--- src/rtl/shrimp_regfile_pkg.sv ---
// Shared constants, ABI register indices and helpers for the shrimp register file.
// Optional write-through bypass is selected by the SHRIMP_REGFILE_BYPASS_EN macro.
package shrimp_regfile_pkg;

    localparam int SHRIMP_DATA_W   = 16;
    localparam int SHRIMP_NUM_REGS = 16;

    typedef logic [3:0] reg_addr_t;

    localparam reg_addr_t REG_SP   = 4'hD;
    localparam reg_addr_t REG_RA   = 4'hE;
    localparam reg_addr_t REG_ZERO = 4'hF;

    // The hardwired zero register is always the highest index.
    function automatic int zero_reg_idx(input int num_regs);
        return num_regs - 1;
    endfunction

endpackage

--- src/rtl/shrimp_scoreboard.sv ---
// Busy-bit scoreboard: issue/writeback/flush priority and registered busy_count.
// SHRIMP_REGFILE_BYPASS_EN lets a same-cycle writeback make issue_ready read as 1.
module shrimp_scoreboard
    import shrimp_regfile_pkg::*;
#(
    parameter int NUM_REGS = SHRIMP_NUM_REGS,
    parameter int ADDR_W   = $clog2(NUM_REGS)
) (
    input  logic                clock,
    input  logic                reset,
    input  logic                issue_enable,
    input  logic [ADDR_W-1:0]   issue_addr,
    input  logic                w_enable,
    input  logic [ADDR_W-1:0]   w_addr,
    input  logic                flush,
    output logic [NUM_REGS-1:0] busy,
    output logic                issue_ready,
    output logic [ADDR_W:0]     busy_count
);

    localparam logic [ADDR_W-1:0] ZERO_ADDR = ADDR_W'(zero_reg_idx(NUM_REGS));

    logic [NUM_REGS-2:0] busy_q;
    logic [NUM_REGS-2:0] busy_d;
    logic [ADDR_W:0]     count_d;
    logic                wb_hit;
    logic                issue_take;

    // Zero register has no storage; its busy bit reads as a constant 0.
    assign busy   = {1'b0, busy_q};
    assign wb_hit = w_enable && (w_addr != ZERO_ADDR);

`ifdef SHRIMP_REGFILE_BYPASS_EN
    assign issue_ready = (issue_addr == ZERO_ADDR) || !busy[issue_addr]
                         || (wb_hit && (w_addr == issue_addr));
`else
    assign issue_ready = (issue_addr == ZERO_ADDR) || !busy[issue_addr];
`endif

    assign issue_take = issue_enable && issue_ready && (issue_addr != ZERO_ADDR) && !flush;

    always_comb begin
        // NOTE: defaults first so every path assigns busy_d and count_d; no latch is inferred.
        busy_d  = busy_q;
        count_d = '0;
        for (int i = 0; i < NUM_REGS - 1; i++) begin
            if (flush || (wb_hit && (w_addr == ADDR_W'(i)))) begin
                busy_d[i] = 1'b0;
            end
            // A newer issue's claim survives a same-cycle writeback to that register.
            if (issue_take && (issue_addr == ADDR_W'(i))) begin
                busy_d[i] = 1'b1;
            end
            count_d = count_d + {{ADDR_W{1'b0}}, busy_d[i]};
        end
    end

    always_ff @(posedge clock) begin
        // NOTE: non-blocking assignments for all registered state so every flop samples pre-edge values.
        if (reset) begin
            busy_q     <= '0;
            busy_count <= '0;
        end else begin
            busy_q     <= busy_d;
            busy_count <= count_d;
        end
    end

endmodule

--- src/rtl/shrimp_regfile_sb.sv ---
// Parametrised register file with hardwired zero register and busy scoreboard.
// SHRIMP_REGFILE_BYPASS_EN enables write-through bypass on the read ports.
module shrimp_regfile_sb
    import shrimp_regfile_pkg::*;
#(
    parameter  int DATA_W     = SHRIMP_DATA_W,
    parameter  int NUM_REGS   = SHRIMP_NUM_REGS,
    parameter  int READ_PORTS = 2,
    localparam int ADDR_W     = $clog2(NUM_REGS)
) (
    input  logic                         clock,
    input  logic                         reset,
    input  logic [READ_PORTS*ADDR_W-1:0] rd_addr,
    output logic [READ_PORTS*DATA_W-1:0] rd_val,
    output logic [READ_PORTS-1:0]        rd_busy,
    input  logic                         w_enable,
    input  logic [ADDR_W-1:0]            w_addr,
    input  logic [DATA_W-1:0]            w_val,
    input  logic                         issue_enable,
    input  logic [ADDR_W-1:0]            issue_addr,
    output logic                         issue_ready,
    input  logic                         flush,
    output logic [ADDR_W:0]              busy_count
);

    localparam logic [ADDR_W-1:0] ZERO_ADDR = ADDR_W'(zero_reg_idx(NUM_REGS));

    logic [DATA_W-1:0]   data_q [NUM_REGS-1];
    logic [NUM_REGS-1:0] busy;
    logic                wb_hit;

    assign wb_hit = w_enable && (w_addr != ZERO_ADDR);

    shrimp_scoreboard #(
        .NUM_REGS (NUM_REGS),
        .ADDR_W   (ADDR_W)
    ) u_scoreboard (
        .clock        (clock),
        .reset        (reset),
        .issue_enable (issue_enable),
        .issue_addr   (issue_addr),
        .w_enable     (w_enable),
        .w_addr       (w_addr),
        .flush        (flush),
        .busy         (busy),
        .issue_ready  (issue_ready),
        .busy_count   (busy_count)
    );

    always_ff @(posedge clock) begin
        if (reset) begin
            // NOTE: the array is built from flops, not a RAM macro, so clearing it on reset is legal and intended.
            for (int i = 0; i < NUM_REGS - 1; i++) begin
                data_q[i] <= '0;
            end
        end else if (wb_hit) begin
            data_q[w_addr] <= w_val;
        end
    end

    for (genvar p = 0; p < READ_PORTS; p++) begin : g_port
        logic [ADDR_W-1:0] addr;
        logic [DATA_W-1:0] stored;

        assign addr   = rd_addr[p*ADDR_W +: ADDR_W];
        assign stored = (addr == ZERO_ADDR) ? '0 : data_q[addr];

`ifdef SHRIMP_REGFILE_BYPASS_EN
        logic hit;
        assign hit                       = wb_hit && (w_addr == addr);
        assign rd_val[p*DATA_W +: DATA_W] = hit ? w_val : stored;
        assign rd_busy[p]                = !hit && busy[addr];
`else
        assign rd_val[p*DATA_W +: DATA_W] = stored;
        assign rd_busy[p]                = busy[addr];
`endif
    end

endmodule

--- config.mk ---
export PLATFORM = sky130hd
export DESIGN_NAME = shrimp_regfile_sb
export DESIGN_NICKNAME = d
export VERILOG_FILES = /design/src/rtl/shrimp_regfile_pkg.sv /design/src/rtl/shrimp_scoreboard.sv /design/src/rtl/shrimp_regfile_sb.sv
export SDC_FILE = /design/constraint.sdc
export NUM_CORES = 1
export LEC_CHECK = 0
export CAP_MARGIN = 15
export CORE_MARGIN = 3
export CORE_UTILIZATION = 44
export DETAILED_ROUTE_END_ITERATION = 8
export GPL_TIMING_DRIVEN = 0
export PLACE_DENSITY = 0.63
export SKIP_CTS_REPAIR_TIMING = 1
export SLEW_MARGIN = 20
export SYNTH_ARGS = -nofsm -noshare
export SYNTH_HDL_FRONTEND = slang
export SYNTH_HIERARCHICAL = 1
export SYNTH_SLANG_ARGS = --single-unit
--- constraint.sdc ---
create_clock -name clock -period 6 [get_ports clock]
set_clock_uncertainty 0.15 [all_clocks]
set_input_delay 1.5 -clock clock [delete_from_list [all_inputs] [get_ports clock]]
set_output_delay 1.5 -clock clock [all_outputs]
set_load 0.1 [all_outputs]
==> results of run 1 <==
==> critical path: stages <==
cell,delay [ns]
clkdlybuf4s50_1,0.45
buf_2,0.22
nor2_1,0.58
clkbuf_1,0.57
a22oi_1,0.25
o21ai_1,0.24
clkbuf_2,0.52
==> metal layers <==
metal  track usage (%)  part of all wire, %  vias up
met5                 0                    0        -
met4              4.88                  1.7        0
met3              4.94                  9.5       50
met2              38.8                   46      433
met1              36.5                   43     4981
li1                  -                    -     4344
==> logic make-up (layout without fill, tap and decap cells) <==
family          count (synthesis)  count (layout)
xor+xnor                        2               2
buf+inv                       111             233
mux                           170             170
fa+ha+maj                      15              15
other cells                     1               3
compound gates                156             156
flops                         260             260
simple gates                  376             376
==> placed cells by master, fill, tap and decap left out, types with 14 or more instances in the layout <==
cell type	instances
a221oi_1	14
a22oi_1	34
o21ai_1	16
dfxtp_1	20
a22o_1	14
o22ai_1	15
and2_1	240
clkbuf_16	29
clkdlybuf4s50_1	36
buf_2	24
nor2_1	25
or2_2	15
mux2_2	14
nor2b_1	14
inv_1	17
mux4_2	74
clkbuf_2	15
clkbuf_1	57
mux2i_1	82
edfxtp_1	240
dlymetal6s2s_1	20
nand2_1	28
o211ai_1	18
==> through the flow <==
stage	setup TNS, ns	area (um^2)
floorplan	0	14500
global placement	-10.35	15700
detailed placement	-10.37	15700
CTS	-8.12	16700
global route	0	16700
finish	-0.00207	16700
==> registers in the layout, summed over array words and instances (netlist names) <==
register,cells
u_scoreboard/busy_count,5
u_scoreboard/busy_q,15
data_q,240
==> power groups by stage <==
| stage | registers, mW | logic [mW] | clock network, mW |
|---|---|---|---|
| floorplan | 2.15 | 0.560 | 0 |
| global placement | 2.16 | 0.811 | 0 |
| finish | 2.13 | 0.814 | 1.80 |
| CTS | 2.13 | 0.818 | 1.82 |
| global route | 2.14 | 0.847 | 1.89 |
| detailed placement | 2.16 | 0.816 | 0 |
==> area by class of cell <==
| cell class | count | area [um^2] | area share (%) |
|---|---|---|---|
| multi-input cells | 720 | 6400 | 38.3 |
| flip-flops and latches | 260 | 7610 | 45.5 |
| plain buffers | 93 | 458 | 2.74 |
| repair buffers | 68 | 671 | 4.01 |
| inverters | 18 | 67.6 | 0.404 |
| diodes | 2 | 5.00 | 0.0299 |
| well taps | 435 | 544 | 3.26 |
| clock inverters | 16 | 168 | 1.00 |
| clock buffers | 38 | 790 | 4.72 |
==> how the worst min path moves through the flow <==
stage | start | cells after the start | end
2_1_floorplan | u_scoreboard/busy_q[12] | 2 | u_scoreboard/busy_q[12]
3_3_place_gp | u_scoreboard/busy_q[12] | 2 | u_scoreboard/busy_q[12]
3_5_place_dp | u_scoreboard/busy_q[12] | 2 | u_scoreboard/busy_q[12]
4_1_cts | u_scoreboard/busy_q[12] | 2 | u_scoreboard/busy_q[12]
5_1_grt | u_scoreboard/busy_q[14] | 2 | u_scoreboard/busy_q[14]
6_report | u_scoreboard/busy_q[12] | 2 | u_scoreboard/busy_q[12]
==> impl_results.md, run 1 <==
* Synth top area cells: edfxtp_1, mux4_2, and2_1
* CTS tree: done
* Final Hold Viols at 0
* Cell internal pwr at 3.39 mW
* Crit path from: rd_addr[3]
* CP required at 4.35 ns
* Total wire length at 44.2 mm
* Die width at 187 um
* Synth top cells by count: and2_1, edfxtp_1, mux2i_1
* Net count after synthesis at 1143
* Via count at 9808
* Worst hold slack at 0.513 ns
* Fraction of layout instances using a drive strength above 1 at 18.2%
* Final ANT Viol Nets at 0
* Fin crit share at 100%
* Crit path capture type: output pin
* Relative slew slack at 31.0%
* Worst Setup Start Kind: input pin
* Syn. warnings at 6
* Crit path DAT at 4.35 ns
* FILL cells at 2858
* Worst IR drop on VDD at 0.000212 V
* Total number of H-tree levels at 1
* Power Density at 284 nW/um^2
* Cells after Synth at 1091
* Detailed Place HPWL at 31.8 mm
* Synthesized cell area at 14500 um^2
* Minimum clock period at 6.00 ns
* Reg2reg path depth at 16
* All-Layer GR Usage at 24.8%
* Iter 0 DRT Violations at 1046
* Reg-to-reg startpoint: u_scoreboard/busy_q[0]
* DRC Markers at 0
* Placed Cells at 1594
* Starting Density at 45.2%
* Comb power frac at 17.2%
* First-pass GRT wire length at 64.8 mm
* Worst setup endpoint: rd_val[5]
* Failing checks: setup timing
* Prevailing post-synth register cell: edfxtp_1
* Post-synth EDFFs at 240
* Final WS setup at -0.00207 ns
* Pre-CTS setup slack at -0.631 ns
* # IOs at 77
* Finished Core Util at 52.2%
* Core area at 32000 um^2
* RSZ-0062 raised after global routing: no
* PortBufs at 68
* Status: complete, but fails checks
* Initial antenna violation count at 0
* Static leakage at 6.18 nW
* DRT Pass-1 Iters at 5
* Gr ovfl total at 0
* Vias in the first global route at 9862
* Final Net Count at 1242
* HP Class: reg -> reg
* Seq/Total Area, Yosys at 52.5%
* Die span in y at 187 um
* Wirelength per Cell at 26.8 um
* Row cnt at 65
* Simple-Gate Fraction of Synth Area at 15.8%
* CTS root buffer: clkbuf_16
* Main combinational cell family by area after synthesis: multiplexers
* Clk pwr share at 37.9%
* Power, Total at 4.74 mW
* Distinct cells, synth at 61
* Max-cap violations at 0
* CTS Buf Count at 29
* XOR/XNOR share of the synthesized area at 0.121%
* Adder-Cell Fraction of Synth Area at 1.76%
* DIE AREA at 35200 um^2
* R2R setup slack at 1.34 ns
* GPL Wtd Cong at 0.895
* Compound-Gate Fraction of Synth Area at 8.05%
* Synthesized area per cell at 13.3 um^2
* Achievable Freq at 0.167 GHz
* Later-pin clock latency in the skew report at 0.55 ns
* Multiplexer area fraction after synthesis at 18.2%
* Net Sw Frac at 28.6%
* Via-to-Cell Ratio at 5.94
* Worst R2R End: u_scoreboard/busy_count[4]
* Psw at 1.36 mW
* Synth top area share at 49.7%
* Worst-Margin Slew at 1.03 ns
* Largest net degree at the start of global routing at 17
* Final setup viols at 1
* Asr flop ratio synth at 0%
* Fin. max-slew vios at 0
* Worst-path clk slew at 0.06 ns
* Crit path kind: in -> out
* Clk sinks at 260
* Cell taking the most area after synthesis: edfxtp_1
* #FFs+latches synth at 260
* Finished Layout Cells at 1650
* Register share of total power at 44.9%
* Area Overhead vs Synth at 15.3%
* Maximum fanout along the worst path at 10
* Longest Clk Path Bufs at 3
Note: power is estimated with default switching activity, not from simulation.
==> run 2, diff against run 1 <==
--- a/config.mk
+++ b/config.mk
@@ -8,6 +8,7 @@
 export CAP_MARGIN = 15
 export CORE_MARGIN = 3
 export CORE_UTILIZATION = 44
+export CTS_BUF_LIST = sky130_fd_sc_hd__clkbuf_8
 export DETAILED_ROUTE_END_ITERATION = 8
 export GPL_TIMING_DRIVEN = 0
 export PLACE_DENSITY = 0.63
==> run 2 against run 1 <==
  * The flow now finishes without violations
  * Sequential share of layout area increased by 0.42 points
  * Non-clock buffer count is the same
  * Routed wire length rose by 0.38%
  * Cell area decreased by 0.91%
  * Die area did not move
  * Hold slack better by 0.0044 ns
  * Worst setup slack improved by 0.026 ns
  * Clock-buffer cell count increased by 11
  * Total power shrank 6.5%
  * Sequential cell count unchanged
  * Register-to-register slack about the same
  * Final cell count is 1.6% higher
  * Critical path type unchanged
==> impl_results.md, run 2 (same netlist as run 1, synthesis figures left out) <==
* Comb power frac at 18.4% (+1.2 points)
* R2R setup slack at 1.35 ns (about the same)
* Initial antenna violation count at 0 (unchanged)
* Maximum fanout along the worst path at 10 (unchanged)
* CTS Buf Count at 45 (+55%)
* Via-to-Cell Ratio at 5.91 (-0.63%)
* Critical path buffers and inverters at 5 (+1)
* GPL Wtd Cong at 0.895 (unchanged)
* CTS tree: done
* Fraction of layout instances using a drive strength above 1 at 18.5% (+0.30 points)
* Reg2reg path depth at 16 (unchanged)
* Later-pin clock latency in the skew report at 0.55 ns (about the same)
* Final ANT Viol Nets at 0 (unchanged)
* Fin crit share at 99.6% (-0.43 points)
* Biggest regs: data_q: 240 flops, u_scoreboard/busy_q: 15 flops, u_scoreboard/busy_count: 5 flops
* DRT Pass-1 Iters at 5 (unchanged)
* Crit path from: rd_addr[3]
* Cell internal pwr at 3.08 mW (-8.9%)
* Delay-heaviest family, CP: buffers and inverters
* Final WS setup at 0.0240 ns (+0.0260 ns)
* Levels on crit path at 8 (+1)
* Setup TNS at 0 ns (+0.00207 ns)
* Achievable Freq at 0.167 GHz (+0.44%)
* Reg-to-reg startpoint: u_scoreboard/busy_q[0]
* Crit path DAT at 4.33 ns (-0.02 ns)
* Via count at 9906 (+1.0%)
* CP most frequent cell: clkbuf_1
* RSZ-0062 raised after global routing: no
* PortBufs at 68 (unchanged)
* Clk pwr share at 33.6% (-4.3 points)
* Area Overhead vs Synth at 14.3%
* Largest net degree at the start of global routing at 17 (unchanged)
* Static leakage at 6.19 nW (+0.23%)
* Relative slew slack at 31.5% (+0.45 points)
* Starting Density at 45.2% (unchanged)
* Power Density at 268 nW/um^2 (-5.7%)
* Power, Total at 4.43 mW (-6.5%)
* Max-cap violations at 0 (unchanged)
* Clk sinks at 260 (unchanged)
* Top reg by flops: data_q
* DRT met1 WL at 19.2 mm (+1.1%)
* Multi-input gate area at 6400 um^2 (unchanged)
* Vias in the first global route at 9971 (+1.1%)
* Final setup viols at 0 (-1)
* Iter 0 DRT Violations at 1040 (-0.57%)
* Diode count at 0 (-2)
* CP peak stage delay at 0.55 ns (-0.03 ns)
* Gr ovfl total at 0 (unchanged)
* Worst R2R End: u_scoreboard/busy_count[4]
* # IOs at 77 (unchanged)
* FILL cells at 2879 (+0.73%)
* Finished Core Util at 51.7% (-0.47 points)
* Status: finished clean
* Core area at 32000 um^2 (unchanged)
* Total number of H-tree levels at 2 (+1)
* DRC Markers at 0 (unchanged)
* Final Hold Viols at 0 (unchanged)
* FF+latch area at 7610 um^2 (unchanged)
* Final Net Count at 1258 (+1.3%)
* All-Layer GR Usage at 25.0% (+0.16 points)
* Met2 routed WL at 20.2 mm (-0.31%)
* Worst setup endpoint: rd_val[4]
* CTS root buffer: clkbuf_8
* Crit path capture type: output pin
* Crit-path cells: clkdlybuf4s50_1 -> buf_2 -> nor2b_1 -> clkbuf_1 -> clkbuf_1 -> a22oi_1 -> o21ai_1 -> clkbuf_2
* Psw at 1.35 mW (-0.60%)
* Wirelength per Cell at 26.5 um (-1.2%)
* CP required at 4.35 ns (about the same)
* Worst IR drop on VDD at 0.000158 V (-25%)
* Pre-CTS setup slack at -0.631 ns (unchanged)
* DR top layer: met5
* Die span in y at 187 um (unchanged)
* Row cnt at 65 (unchanged)
* DIE AREA at 35200 um^2 (unchanged)
* Register share of total power at 48.0% (+3.1 points)
* Worst Setup Start Kind: input pin
* Net Sw Frac at 30.4% (+1.8 points)
* Commonest cells after routing, fill and taps aside: and2_1, edfxtp_1, mux2i_1, mux4_2, clkbuf_1
* Detailed Place HPWL at 31.8 mm (unchanged)
* HP Class: reg -> reg
* Max FFs per register at 240 (unchanged)
* Metal3 WL at 4.10 mm (-2.0%)
* Worst-Margin Slew at 1.02 ns (-0.00668 ns)
* Minimum clock period at 5.98 ns (-0.0260 ns)
* Worst hold slack at 0.517 ns (+0.00443 ns)
* Die width at 187 um (unchanged)
* Longest Clk Path Bufs at 3 (unchanged)
* Fin. max-slew vios at 0 (unchanged)
* Worst-path clk slew at 0.06 ns (about the same)
* Critical Path Slowest Stage Cell: clkbuf_1
* Total wire length at 44.4 mm (+0.38%)
* Crit path kind: in -> out
* First-pass GRT wire length at 65.1 mm (+0.46%)
## run 2: cell count changes in the layout (fill, tap and decap cells not counted), sizes merged
cell / change
clkdlybuf4s50: +1
diode: -2
clkbuf: +11
dlymetal6s2s: -1
clkinvlp: -1
bufinv: -3
inv: +22
## run 2: worst min-delay path by stage
stage                             from                      end  depth (start not counted)
2_1_floorplan  u_scoreboard/busy_q[12]  u_scoreboard/busy_q[12]                          2
3_3_place_gp   u_scoreboard/busy_q[12]  u_scoreboard/busy_q[12]                          2
3_5_place_dp   u_scoreboard/busy_q[12]  u_scoreboard/busy_q[12]                          2
4_1_cts        u_scoreboard/busy_q[12]  u_scoreboard/busy_q[12]                          2
5_1_grt        u_scoreboard/busy_q[14]  u_scoreboard/busy_q[14]                          2
6_report       u_scoreboard/busy_q[12]  u_scoreboard/busy_q[12]                          2
## run 2: final cells by class
class	instances	share of cell area, %
sequential	260	45.9
multi-input combinational	720	38.7
clock buffer	49	4.07
timing repair buffer	68	4.03
tap	435	3.29
buffer	93	2.74
clock inverter	34	0.861
inverter	18	0.408
## run 2: stage by stage
stage	area (um^2)	instances
after floorplan	14500	1091
after CTS	16500	1677
after detailed placement	15700	1594
after global routing	16600	1677
after global placement	15700	1594
final	16600	1677
## run 2: power by group through the flow
stage                     Sequential [mW]  Combinational, mW  Clock [mW]
after floorplan                      2.15              0.560           0
after global placement               2.16              0.811           0
after detailed placement             2.16              0.816           0
after CTS                            2.13              0.818        1.50
after global routing                 2.14              0.846        1.59
final                                2.13              0.815        1.49
## run 2: worst reg2reg max path, cell delays in order, from the launching register on
cell	delay (ns)
dfxtp_1	0.33
nor2b_1	0.14
a2111oi_2	0.47
a32o_1	0.23
ha_1	0.30
fa_1	0.50
inv_1	0.05
fa_1	0.45
fa_1	0.53
fa_1	0.41
inv_1	0.06
ha_1	0.16
inv_1	0.06
fa_1	0.44
inv_1	0.07
a21oi_1	0.05
nor3b_1	0.17
## run 2: metal layers
metal | vias to the layer above | GRT usage (%)
met5 | - | 1.10
met4 | 2 | 5.71
met3 | 59 | 5.20
met2 | 454 | 38.6
met1 | 5015 | 36.4
li1 | 4376 | -
==> run 3, diff against run 2 <==
--- a/config.mk
+++ b/config.mk
@@ -6,9 +6,9 @@
 export NUM_CORES = 1
 export LEC_CHECK = 0
 export CAP_MARGIN = 15
-export CORE_MARGIN = 3
 export CORE_UTILIZATION = 44
 export CTS_BUF_LIST = sky130_fd_sc_hd__clkbuf_8
+export CTS_CLUSTER_SIZE = 8
 export DETAILED_ROUTE_END_ITERATION = 8
 export GPL_TIMING_DRIVEN = 0
 export PLACE_DENSITY = 0.63
==> run 3 against run 2 <==
  * The run now ends with setup timing left
  * Worst setup slack got worse by 0.045 ns
  * Clock-buffer cell count fell by 4
  * Non-clock buffer count did not move
  * Combinational power barely moved
  * Clock power fell by 3%
  * Cell area fell by 0.14%
  * Global-route usage rose by 1.3 points
  * Routed wire length fell by 2.6%
  * Sequential power barely moved
  * Sequential cell count did not move
  * Final cell count rose by 0.24%
  * Largest power group unchanged
  * Highest routed layer is now met4
==> impl_results.md, run 3 (same netlist as run 1, synthesis figures left out) <==
* Top reg by flops: data_q
* Iter 0 DRT Violations at 1059 (+1.8%)
* Fraction of layout instances using a drive strength above 1 at 18.7% (+0.21 points)
* Commonest cells after routing, fill and taps aside: and2_1, edfxtp_1, mux2i_1, mux4_2, clkbuf_1
* Finished Layout Cells at 1681 (+0.24%)
* Die width at 183 um (-2.1%)
* Biggest regs: data_q: 240 flops, u_scoreboard/busy_q: 15 flops, u_scoreboard/busy_count: 5 flops
* Final Hold Viols at 0 (unchanged)
* Later-pin clock latency in the skew report at 0.56 ns (about the same)
* Status: complete, but fails checks
* Post-DP Area at 15700 um^2 (about the same)
* Wirelength per Cell at 25.7 um (-2.8%)
* Comb power frac at 18.5% (about the same)
* Achievable Freq at 0.166 GHz (-0.75%)
* Setup TNS at -0.0209 ns (-0.0209 ns)
* Area Overhead vs Synth at 14.1%
* Hold path start: u_scoreboard/busy_q[12]
* First-pass GRT wire length at 63.8 mm (-2.1%)
* Final Net Count at 1258 (unchanged)
* Detailed Place HPWL at 31.4 mm (-1.0%)
* GPL Wtd Cong at 0.917 (+2.4%)
* CTS Buf Count at 45 (unchanged)
* Register share of total power at 48.6% (+0.6 points)
* Clk sinks at 260 (unchanged)
* Via-to-Cell Ratio at 5.91 (about the same)
* Static leakage at 6.14 nW (-0.83%)
* Crit path from: rd_addr[3]
* Fin. max-slew vios at 0 (unchanged)
* CP required at 4.35 ns (about the same)
* Psw at 1.35 mW (+0.14%)
* Power Density at 265 nW/um^2 (-0.97%)
* Worst IR drop on VDD at 0.000162 V (+2.4%)
* Starting Density at 44.7% (-0.57 points)
* Worst-Margin Slew at 1.04 ns (+0.0162 ns)
* Core area at 32500 um^2 (+1.3%)
* DRT Pass-1 Iters at 5 (unchanged)
* CP peak stage delay at 0.58 ns (+0.03 ns)
* HP Class: reg -> reg
* DIE AREA at 33700 um^2 (-4.2%)
* All-Layer GR Usage at 26.2% (+1.3 points)
* Finished Core Util at 51.0% (-0.73 points)
* Worst-path clk slew at 0.06 ns (about the same)
* Crit path kind: in -> out
* Total wire length at 43.2 mm (-2.6%)
* Via count at 9927 (+0.21%)
* # IOs at 77 (unchanged)
* RSZ-0062 raised after global routing: no
* Minimum clock period at 6.02 ns (+0.0449 ns)
* PortBufs at 68 (unchanged)
* Worst Setup Start Kind: input pin
* Maximum fanout along the worst path at 10 (unchanged)
* Final setup viols at 1 (+1)
* Max FFs per register at 240 (unchanged)
* Critical path buffers and inverters at 4 (-1)
* CTS tree: done
* Longest Clk Path Bufs at 3 (unchanged)
* Final WS setup at -0.0209 ns (-0.0449 ns)
* Gr ovfl total at 0 (unchanged)
* Reg-to-reg startpoint: u_scoreboard/busy_q[0]
* Relative slew slack at 30.1% (-1.4 points)
* Fin area at 16500 um^2 (-0.14%)
* Failing checks: setup timing
* Row cnt at 66 (+1.5%)
* CTS root buffer: clkbuf_8
* Crit path capture type: output pin
* Net Sw Frac at 30.8% (+0.39 points)
* Final ANT Viol Nets at 0 (unchanged)
* DRC Markers at 0 (unchanged)
* Diode count at 0 (unchanged)
* Largest net degree at the start of global routing at 17 (unchanged)
* Total number of H-tree levels at 2 (unchanged)
* Crit-path cells: clkdlybuf4s50_1 -> buf_2 -> nor2_1 -> clkbuf_1 -> a22oi_1 -> o21ai_1 -> clkbuf_2
* Die span in y at 183 um (-2.1%)
* Vias in the first global route at 9962 (-0.090%)
* Critical Path Slowest Stage Cell: nor2_1
* Fin crit share at 100% (+0.75 points)
* Worst hold slack at 0.505 ns (-0.0117 ns)
* Cell internal pwr at 3.03 mW (-1.7%)
* Delay-heaviest family, CP: buffers and inverters
* Crit path DAT at 4.37 ns (+0.04 ns)
* Max-cap violations at 0 (unchanged)
* Clk pwr share at 32.9% (-0.7 points)
* Placed Cells at 1601 (+0.44%)
* Initial antenna violation count at 0 (unchanged)
[run 3: worst paths after layout]
| kind | end | slack, ns | depth (start not counted) |
|---|---|---|---|
| setup / recovery | rd_val[5] | -0.02 | 7 |
| hold / removal | u_scoreboard/busy_q[12] | 0.51 | 2 |
| setup reg to reg | u_scoreboard/busy_count[4] | 1.44 | 16 |
| hold reg to reg | u_scoreboard/busy_q[12] | 0.51 | 2 |
[run 3: metal layers]
metal / wire, um / vias up / global-route usage, %
li1: - / 4383 / -
met1: 19100 / 5034 / 38.4
met2: 19400 / 437 / 39.4
met3: 3710 / 73 / 5.59
met4: 982 / 0 / 7.17
met5: 0 / - / 0
[run 3: layout make-up]
class                           count  area [um^2]
Fill cell                        2767        15900
Sequential cell                   260         7610
Inverter                           18         67.6
Buffer                             93          457
Timing Repair Buffer               68          671
Tap cell                          442          553
Clock inverter                     35          153
Clock buffer                       45          619
Multi-Input combinational cell    720         6410
[run 3: worst reg2reg max path, cell delays in order (launching register included)]
cell       delay (ns)
dfxtp_1          0.33
nor2b_1          0.16
a2111oi_4        0.41
a32o_1           0.21
ha_1             0.28
fa_1             0.50
inv_1            0.05
fa_1             0.44
fa_1             0.51
fa_1             0.40
inv_1            0.07
ha_1             0.17
inv_1            0.07
fa_1             0.45
inv_1            0.07
a21oi_1          0.06
nor3b_1          0.17
[run 3: through the flow]
stage                     total power [mW]  setup slack (ns)
final                                 4.38           -0.0209
after global placement                2.96            -0.591
after floorplan                       2.71            0.0434
after detailed placement              2.98            -0.612
after CTS                             4.40            -0.642
after global routing                  4.52           0.00253
[run 3: power groups by stage]
stage                     clock network (mW)  logic (mW)  registers (mW)
after floorplan                            0       0.560            2.15
after global placement                     0       0.808            2.16
after detailed placement                   0       0.812            2.16
after CTS                               1.46       0.814            2.13
after global routing                    1.54       0.843            2.14
final                                   1.44       0.813            2.13
